`config.mk`:
```
export PLATFORM = sky130hd
export DESIGN_NAME = sample_readout
export DESIGN_NICKNAME = d
export VERILOG_FILES = /design/src/rtl/sample_readout.sv
export SDC_FILE = /design/constraint.sdc
export NUM_CORES = 1
export LEC_CHECK = 0
export BUFFER_PORTS_ARGS = -buffer_cell sky130_fd_sc_hd__buf_2
export CAP_MARGIN = 20
export CORE_MARGIN = 2
export CORE_UTILIZATION = 49
export DETAILED_ROUTE_END_ITERATION = 8
export PLACE_DENSITY = 0.74
export SKIP_LAST_GASP = 1
export SLEW_MARGIN = 20
export SYNTH_ARGS = -nofsm -noshare
export SYNTH_HDL_FRONTEND = slang
export SYNTH_SLANG_ARGS = --single-unit
```
`constraint.sdc`:
```
create_clock -name clk -period 2.8 [get_ports clk]
set_input_delay 0.42 -clock clk [delete_from_list [all_inputs] [get_ports clk]]
set_output_delay 0.42 -clock clk [all_outputs]
set_load 0.03 [all_outputs]
```
`src/rtl/sample_readout.sv`:
```
// sample_readout: reader side of the four per-channel 8-bit sample RAMs.
// Walks each enabled channel from the first pre-trigger sample and streams
// the bytes over a valid/ready byte interface, channels in ascending order.
//
// Ports:
//   clk, reset                  clock, asynchronous active-high reset
//   start                       1-cycle request to read out one event
//   data_ready                  acquisition complete, RAM contents stable
//   wraddress_triggerpoint      write address at trigger
//   triggerpoint                number of pre-trigger samples
//   nsmp                        samples per channel to send
//   chanmask                    bit i set = send channel i+1
//   rden, rdaddress             shared RAM read port
//   rddata1..rddata4            RAM read data, valid RD_LAT cycles after rden
//   tdata, tvalid, tready, tlast  output byte stream
//   busy                        readout in progress
//   done                        1-cycle pulse when the event is fully sent
module sample_readout #(
    parameter int unsigned ram_width = 10,
    parameter int unsigned RD_LAT    = 2
) (
    input  logic                 clk,
    input  logic                 reset,
    input  logic                 start,
    input  logic                 data_ready,
    input  logic [ram_width-1:0] wraddress_triggerpoint,
    input  logic [ram_width-1:0] triggerpoint,
    input  logic [ram_width-1:0] nsmp,
    input  logic [3:0]           chanmask,
    output logic                 rden,
    output logic [ram_width-1:0] rdaddress,
    input  logic [7:0]           rddata1,
    input  logic [7:0]           rddata2,
    input  logic [7:0]           rddata3,
    input  logic [7:0]           rddata4,
    output logic [7:0]           tdata,
    output logic                 tvalid,
    input  logic                 tready,
    output logic                 tlast,
    output logic                 busy,
    output logic                 done
);

    localparam int unsigned Depth = RD_LAT + 2;
    localparam int unsigned PtrW  = $clog2(Depth);
    localparam int unsigned CntW  = $clog2(Depth + 1);

    typedef enum logic [2:0] {StIdle, StWaitRdy, StRead, StDrain, StDone} state_e;

    state_e               state_q, state_d;
    logic [ram_width-1:0] base_q, nsmp_q, addr_q, addr_d, cnt_q, cnt_d;
    logic [3:0]           mask_q;
    logic [1:0]           ch_q, ch_d;

    // Read-return pipeline: channel tag and last flag travel alongside rden.
    logic [RD_LAT-1:0]    pipe_vld_q, pipe_last_q;
    logic [1:0]           pipe_ch_q [RD_LAT];

    logic [7:0]           fifo_data_q [Depth];
    logic [Depth-1:0]     fifo_last_q;
    logic [PtrW-1:0]      wr_ptr_q, rd_ptr_q;
    logic [CntW-1:0]      fifo_cnt_q;

    logic                 issue, issue_last, push, pop, credit_ok, last_smp, has_next;
    logic [CntW-1:0]      inflight;
    logic [1:0]           first_ch, next_ch;
    logic [7:0]           ret_data;

    function automatic logic [PtrW-1:0] ptr_inc(input logic [PtrW-1:0] p);
        return (p == PtrW'(Depth - 1)) ? '0 : p + 1'b1;
    endfunction

    // Lowest enabled channel overall, and lowest enabled channel above ch_q.
    always_comb begin
        first_ch = 2'd0;
        next_ch  = 2'd0;
        has_next = 1'b0;
        for (int i = 3; i >= 0; i--) begin
            if (mask_q[i]) begin
                first_ch = 2'(i);
                if (i > int'(ch_q)) begin
                    next_ch  = 2'(i);
                    has_next = 1'b1;
                end
            end
        end
    end

    always_comb begin
        inflight = '0;
        for (int i = 0; i < RD_LAT; i++) begin
            inflight = inflight + CntW'(pipe_vld_q[i]);
        end
    end

    // Reserve a FIFO slot for every read in flight so no returned byte is lost.
    assign credit_ok = ({1'b0, fifo_cnt_q} + {1'b0, inflight}) < (CntW + 1)'(Depth);
    assign last_smp  = (cnt_q == nsmp_q - ram_width'(1));
    assign push      = pipe_vld_q[RD_LAT-1];
    assign pop       = tvalid & tready;

    always_comb begin
        state_d    = state_q;
        ch_d       = ch_q;
        addr_d     = addr_q;
        cnt_d      = cnt_q;
        issue      = 1'b0;
        issue_last = 1'b0;
        unique case (state_q)
            StIdle: begin
                if (start) state_d = StWaitRdy;
            end
            StWaitRdy: begin
                if (data_ready) begin
                    if (mask_q == 4'b0000 || nsmp_q == '0) begin
                        state_d = StDone;
                    end else begin
                        ch_d    = first_ch;
                        addr_d  = base_q;
                        cnt_d   = '0;
                        state_d = StRead;
                    end
                end
            end
            StRead: begin
                if (credit_ok) begin
                    issue = 1'b1;
                    if (last_smp) begin
                        if (has_next) begin
                            ch_d   = next_ch;
                            addr_d = base_q;
                            cnt_d  = '0;
                        end else begin
                            issue_last = 1'b1;
                            state_d    = StDrain;
                        end
                    end else begin
                        addr_d = addr_q + 1'b1;
                        cnt_d  = cnt_q + 1'b1;
                    end
                end
            end
            StDrain: begin
                // Leave as soon as the final byte is being accepted this cycle.
                if (inflight == '0 &&
                    (fifo_cnt_q == '0 || (fifo_cnt_q == CntW'(1) && pop))) begin
                    state_d = StDone;
                end
            end
            StDone:  state_d = StIdle;
            default: state_d = StIdle;
        endcase
    end

    always_ff @(posedge clk or posedge reset) begin
        if (reset) begin
            state_q <= StIdle;
            ch_q    <= 2'd0;
            addr_q  <= '0;
            cnt_q   <= '0;
            base_q  <= '0;
            nsmp_q  <= '0;
            mask_q  <= 4'b0000;
        end else begin
            state_q <= state_d;
            ch_q    <= ch_d;
            addr_q  <= addr_d;
            cnt_q   <= cnt_d;
            if (state_q == StIdle && start) begin
                base_q <= wraddress_triggerpoint - triggerpoint;
                nsmp_q <= nsmp;
                mask_q <= chanmask;
            end
        end
    end

    always_ff @(posedge clk or posedge reset) begin
        if (reset) begin
            pipe_vld_q  <= '0;
            pipe_last_q <= '0;
            for (int i = 0; i < RD_LAT; i++) pipe_ch_q[i] <= 2'd0;
        end else begin
            pipe_vld_q[0]  <= issue;
            pipe_last_q[0] <= issue_last;
            pipe_ch_q[0]   <= ch_q;
            for (int i = 1; i < RD_LAT; i++) begin
                pipe_vld_q[i]  <= pipe_vld_q[i-1];
                pipe_last_q[i] <= pipe_last_q[i-1];
                pipe_ch_q[i]   <= pipe_ch_q[i-1];
            end
        end
    end

    always_comb begin
        ret_data = rddata1;
        unique case (pipe_ch_q[RD_LAT-1])
            2'd0: ret_data = rddata1;
            2'd1: ret_data = rddata2;
            2'd2: ret_data = rddata3;
            2'd3: ret_data = rddata4;
        endcase
    end

    always_ff @(posedge clk or posedge reset) begin
        if (reset) begin
            for (int i = 0; i < Depth; i++) fifo_data_q[i] <= 8'h00;
            fifo_last_q <= '0;
            wr_ptr_q    <= '0;
            rd_ptr_q    <= '0;
            fifo_cnt_q  <= '0;
        end else begin
            if (push) begin
                fifo_data_q[wr_ptr_q] <= ret_data;
                fifo_last_q[wr_ptr_q] <= pipe_last_q[RD_LAT-1];
                wr_ptr_q              <= ptr_inc(wr_ptr_q);
            end
            if (pop) rd_ptr_q <= ptr_inc(rd_ptr_q);
            fifo_cnt_q <= fifo_cnt_q + CntW'(push) - CntW'(pop);
        end
    end

    assign rden      = issue;
    assign rdaddress = addr_q;
    assign busy      = (state_q != StIdle);
    assign done      = (state_q == StDone);
    assign tvalid    = (fifo_cnt_q != '0);
    assign tdata     = fifo_data_q[rd_ptr_q];
    assign tlast     = tvalid & fifo_last_q[rd_ptr_q];

endmodule

```
==> results.md <==
- GR peak layer: met2
- Synthesized area: 5670 sq um
- CP required: 3.04 ns
- Area of the core: 11400 sq um
- DR pass1 iterations: 4
- Routability Congestion: between 0.8 and 0.9
- Wire per inst: about 16 um
- Crit path depth: 10
- Top FF cell, synth: dfrtp_1
- Die footprint: 12500 sq um
- Crit path cell chain: inv_1 -> ha_2 -> and2b_2 -> a31oi_2 -> or4_4 -> a311o_1 -> nor3_1 -> nand4_1 -> and2_1 -> o41ai_2
- Internal: 4.46 mW
- Met1 Usage GRT: 25.2%
- CTS buffer count: 9
- Post-detail-place hpwl: 8970 um
- Register area: 2500 sq um
- Avg Cell Area, Syn: 11.3 sq um
- Layout Area Growth over Synthesis: 17.6%
- CTS tree: yes
- Routed vias/inst: 5.70
- Worst hold path class: in2async
- Grt met3 use: 4.52%
- Grt total ovfl: 0
- Clk pwr share: 16.4%
- Sequential fraction of the synthesis area: roughly 44%
- FF-to-FF path depth: 10
- Part of the power in combinational logic: roughly 47%
- Power per cell area: between 1000 and 1500 nW/um^2
- Clock root cell: clkbuf_16
- WP buf/inv: 1
- GR Util met2: 36.3%
- Worst R2R End: state_q[0]
- Net Sw Power: 3.08 mW
- Critical path's slowest cell: or4_4
- # DRC: 0
- CP endpoint kind: flip-flop
- Library cells used by synthesis: about 70
- Post-synth EDFFs: 0
- CTS Buffer Depth: 2
- Critical Path Source Type: flip-flop
- Total track usage: 20.4%
- Outcome: complete, no violations
- Area of the multi-input gates: ~3000 sq um
- Unrepaired setup endpoints after global routing: yes
- Reg power frac: a little over a third
- Async SR Flop Fraction: 100%
- Worst-path clk slew: roughly 0.07 ns
- Flops & latches, synth: 100
- VDD IR-drop max: 0.000791 V
- Crit-path leading delay family: simple AND/OR/NAND/NOR gates
- Period utilization: 95.9%
- Routed Antenna Nets: 0
- Ys Warns: 0
- H-tree Lvls: 3
- Sw frac: 40.8%
- Sink Count: 100
- Die height: 112 um
- Largest net degree at the start of global routing: 59
- CP Data Arrival Time: 2.93 ns
- Syn Nets: 599
- Die X: 112 um
- Vias: 4289
- Fill cell count: around 940
- R2r setup slk: between 0.1 and 0.15 ns
- Vias in the first global route: 4379
- Fmax: 372 MHz
- Crit Path Class: reg2reg
- Crit path largest cell delay: 0.52 ns
- Worst Path Max Fanout: 5
- Fraction of layout cells with a size suffix above 1: 35.6%
- Num ports: 94
- Power, Total: 7.53 mW
- Most frequent cells in the layout: dfrtp_1 (100), buf_2 (93), mux2_2 (52)
- Maxcap violations: 0
- # port buffers: 93
- Post-route setup TNS: 0 ns
- Final Critical Period: 2.69 ns
- Static Leak: 3.03 nW
- Routed Wire Length: 12200 um
- Initial Util: 49.9%
- Final hold vios: 0
- Pins Over Slew Limit: 0
- Reg2reg start: nsmp_q[1]
- Std cell rows: 39
- Worst-margin pin slew: 0.619 ns
- Nets: 699
- Skew final: 0.00957 ns
- Clk_lat worst skew: 0.34 ns
- Setup bufs post-CTS: 0
- First-pass GRT wire length: 20900 um
- Most common cell after layout, fill and taps aside: dfrtp_1
- Antenna cells: 0
- Finish-stage setup viols: 0
- Initial antenna violation count: 0
- Mapped Cells: 504
- Slew headroom: 58.7%
- 1st-iter DRT viols: 228
==> layer usage <==
layer	vias up	routed length, um	part of all wire (%)
met4	0	163	1.3
met2	97	6400	53
met1	2127	5070	42
met3	18	533	4.4
met5	-	0	0
li1	2047	-	-
==> cells in the mapped netlist, drive strengths merged, types with 3 or more instances <==
library cell | n | share of area (%)
dfrtp | 100 | 44
mux2 | 52 | 10
nand2 | 44 | 2.9
inv | 33 | 2.2
o21ai | 27 | 2.4
ha | 22 | 4.9
a21oi | 21 | 2.1
nor2 | 20 | 1.4
mux4 | 17 | 6.8
xnor2 | 15 | 2.3
nand3 | 13 | 1.3
nor3 | 12 | 1.2
mux2i | 11 | 1.9
buf | 9 | 1.2
clkbuf | 9 | 0.60
nand4 | 8 | 0.99
or3 | 8 | 0.88
or4 | 7 | 0.93
nand2b | 5 | 0.55
xor2 | 5 | 0.77
a21o | 4 | 0.53
a22oi | 4 | 0.53
a2bb2oi | 4 | 0.95
a31oi | 4 | 0.55
and2 | 4 | 0.49
o31ai | 4 | 0.53
nor2b | 3 | 0.33
o221ai | 3 | 0.57
o22a | 3 | 0.46
==> worst register-to-register path: stages, from the launching register on <==
cell,delay [ns]
dfrtp_1,0.41
inv_1,0.09
ha_2,0.18
and2b_2,0.18
a31oi_2,0.11
or4_4,0.52
a311o_1,0.33
nor3_1,0.17
nand4_1,0.16
and2_1,0.20
o41ai_2,0.25
==> sequential cells by signal, indices dropped and copies added (netlist names) <==
name and flops:
pipe_vld_q 2, fifo_cnt_q 3, nsmp_q 10, ch_q 2
rdaddress 10, fifo_last_q 4, mask_q 4, pipe_ch_q 4
cnt_q 10, state_q 3, wr_ptr_q 2, pipe_last_q 2
fifo_data_q 32, rd_ptr_q 2, base_q 10
==> metrics by stage <==
| stage | util, % | cells | hold slack (ns) | instance area [sq um] | setup WS [ns] |
|---|---|---|---|---|---|
| 3_5_place_dp | 55.8 | 736 | 0.341 | 6350 | 0.107 |
| 3_3_place_gp | 55.8 | 736 | 0.332 | 6350 | 0.214 |
| 2_1_floorplan | - | 504 | 0.331 | 5680 | 0.201 |
| 5_1_grt | 58.7 | 752 | 0.201 | 6670 | -0.0215 |
| 6_report | 58.7 | 752 | 0.149 | 6670 | 0.115 |
| 4_1_cts | 58.4 | 752 | 0.162 | 6640 | 0.0633 |
==> kinds of logic (layout without fill, tap and decap cells) <==
group,count (synthesis),count (layout),share of synthesized area (%)
simple gates,137,137,12.8
flops,100,100,44.1
mux,80,80,19.0
fa+ha+maj,24,24,5.56
compound gates,92,92,11.4
xor+xnor,20,20,3.09
buf+inv,51,156,4.02
==> layout make-up <==
class	count	area share, %
clock buffer	11	3.49
multi-input combinational	353	44.6
tap	143	2.68
timing repair buffer	107	8.93
inverter	33	1.91
sequential	100	37.5
clock inverter	5	0.900
==> what timing repair did <==
| action | 4_1_cts | 5_1_grt |
|---|---|---|
| setup endpoints to repair | 0 | 17 |
| hold buffers | 0 | 0 |
| gates resized for setup | 0 | 8 |
==> how the worst max path moves through the flow <==
stage                        end  startpoint
floorplan           rdaddress[3]   nsmp_q[0]
global placement    rdaddress[3]   nsmp_q[1]
detailed placement  rdaddress[3]   nsmp_q[1]
CTS                 rdaddress[3]   nsmp_q[1]
global route          state_q[0]   nsmp_q[1]
finish                state_q[0]   nsmp_q[1]
==> power by group through the flow <==
stage,clock [mW],combinational (mW),sequential (mW)
after floorplan,0,2.76,2.61
after global placement,0,3.39,2.71
after detailed placement,0,3.52,2.77
after CTS,1.26,3.54,2.75
after global routing,1.32,3.92,2.85
final,1.23,3.56,2.74
Note: power is estimated with default switching activity, not from simulation.
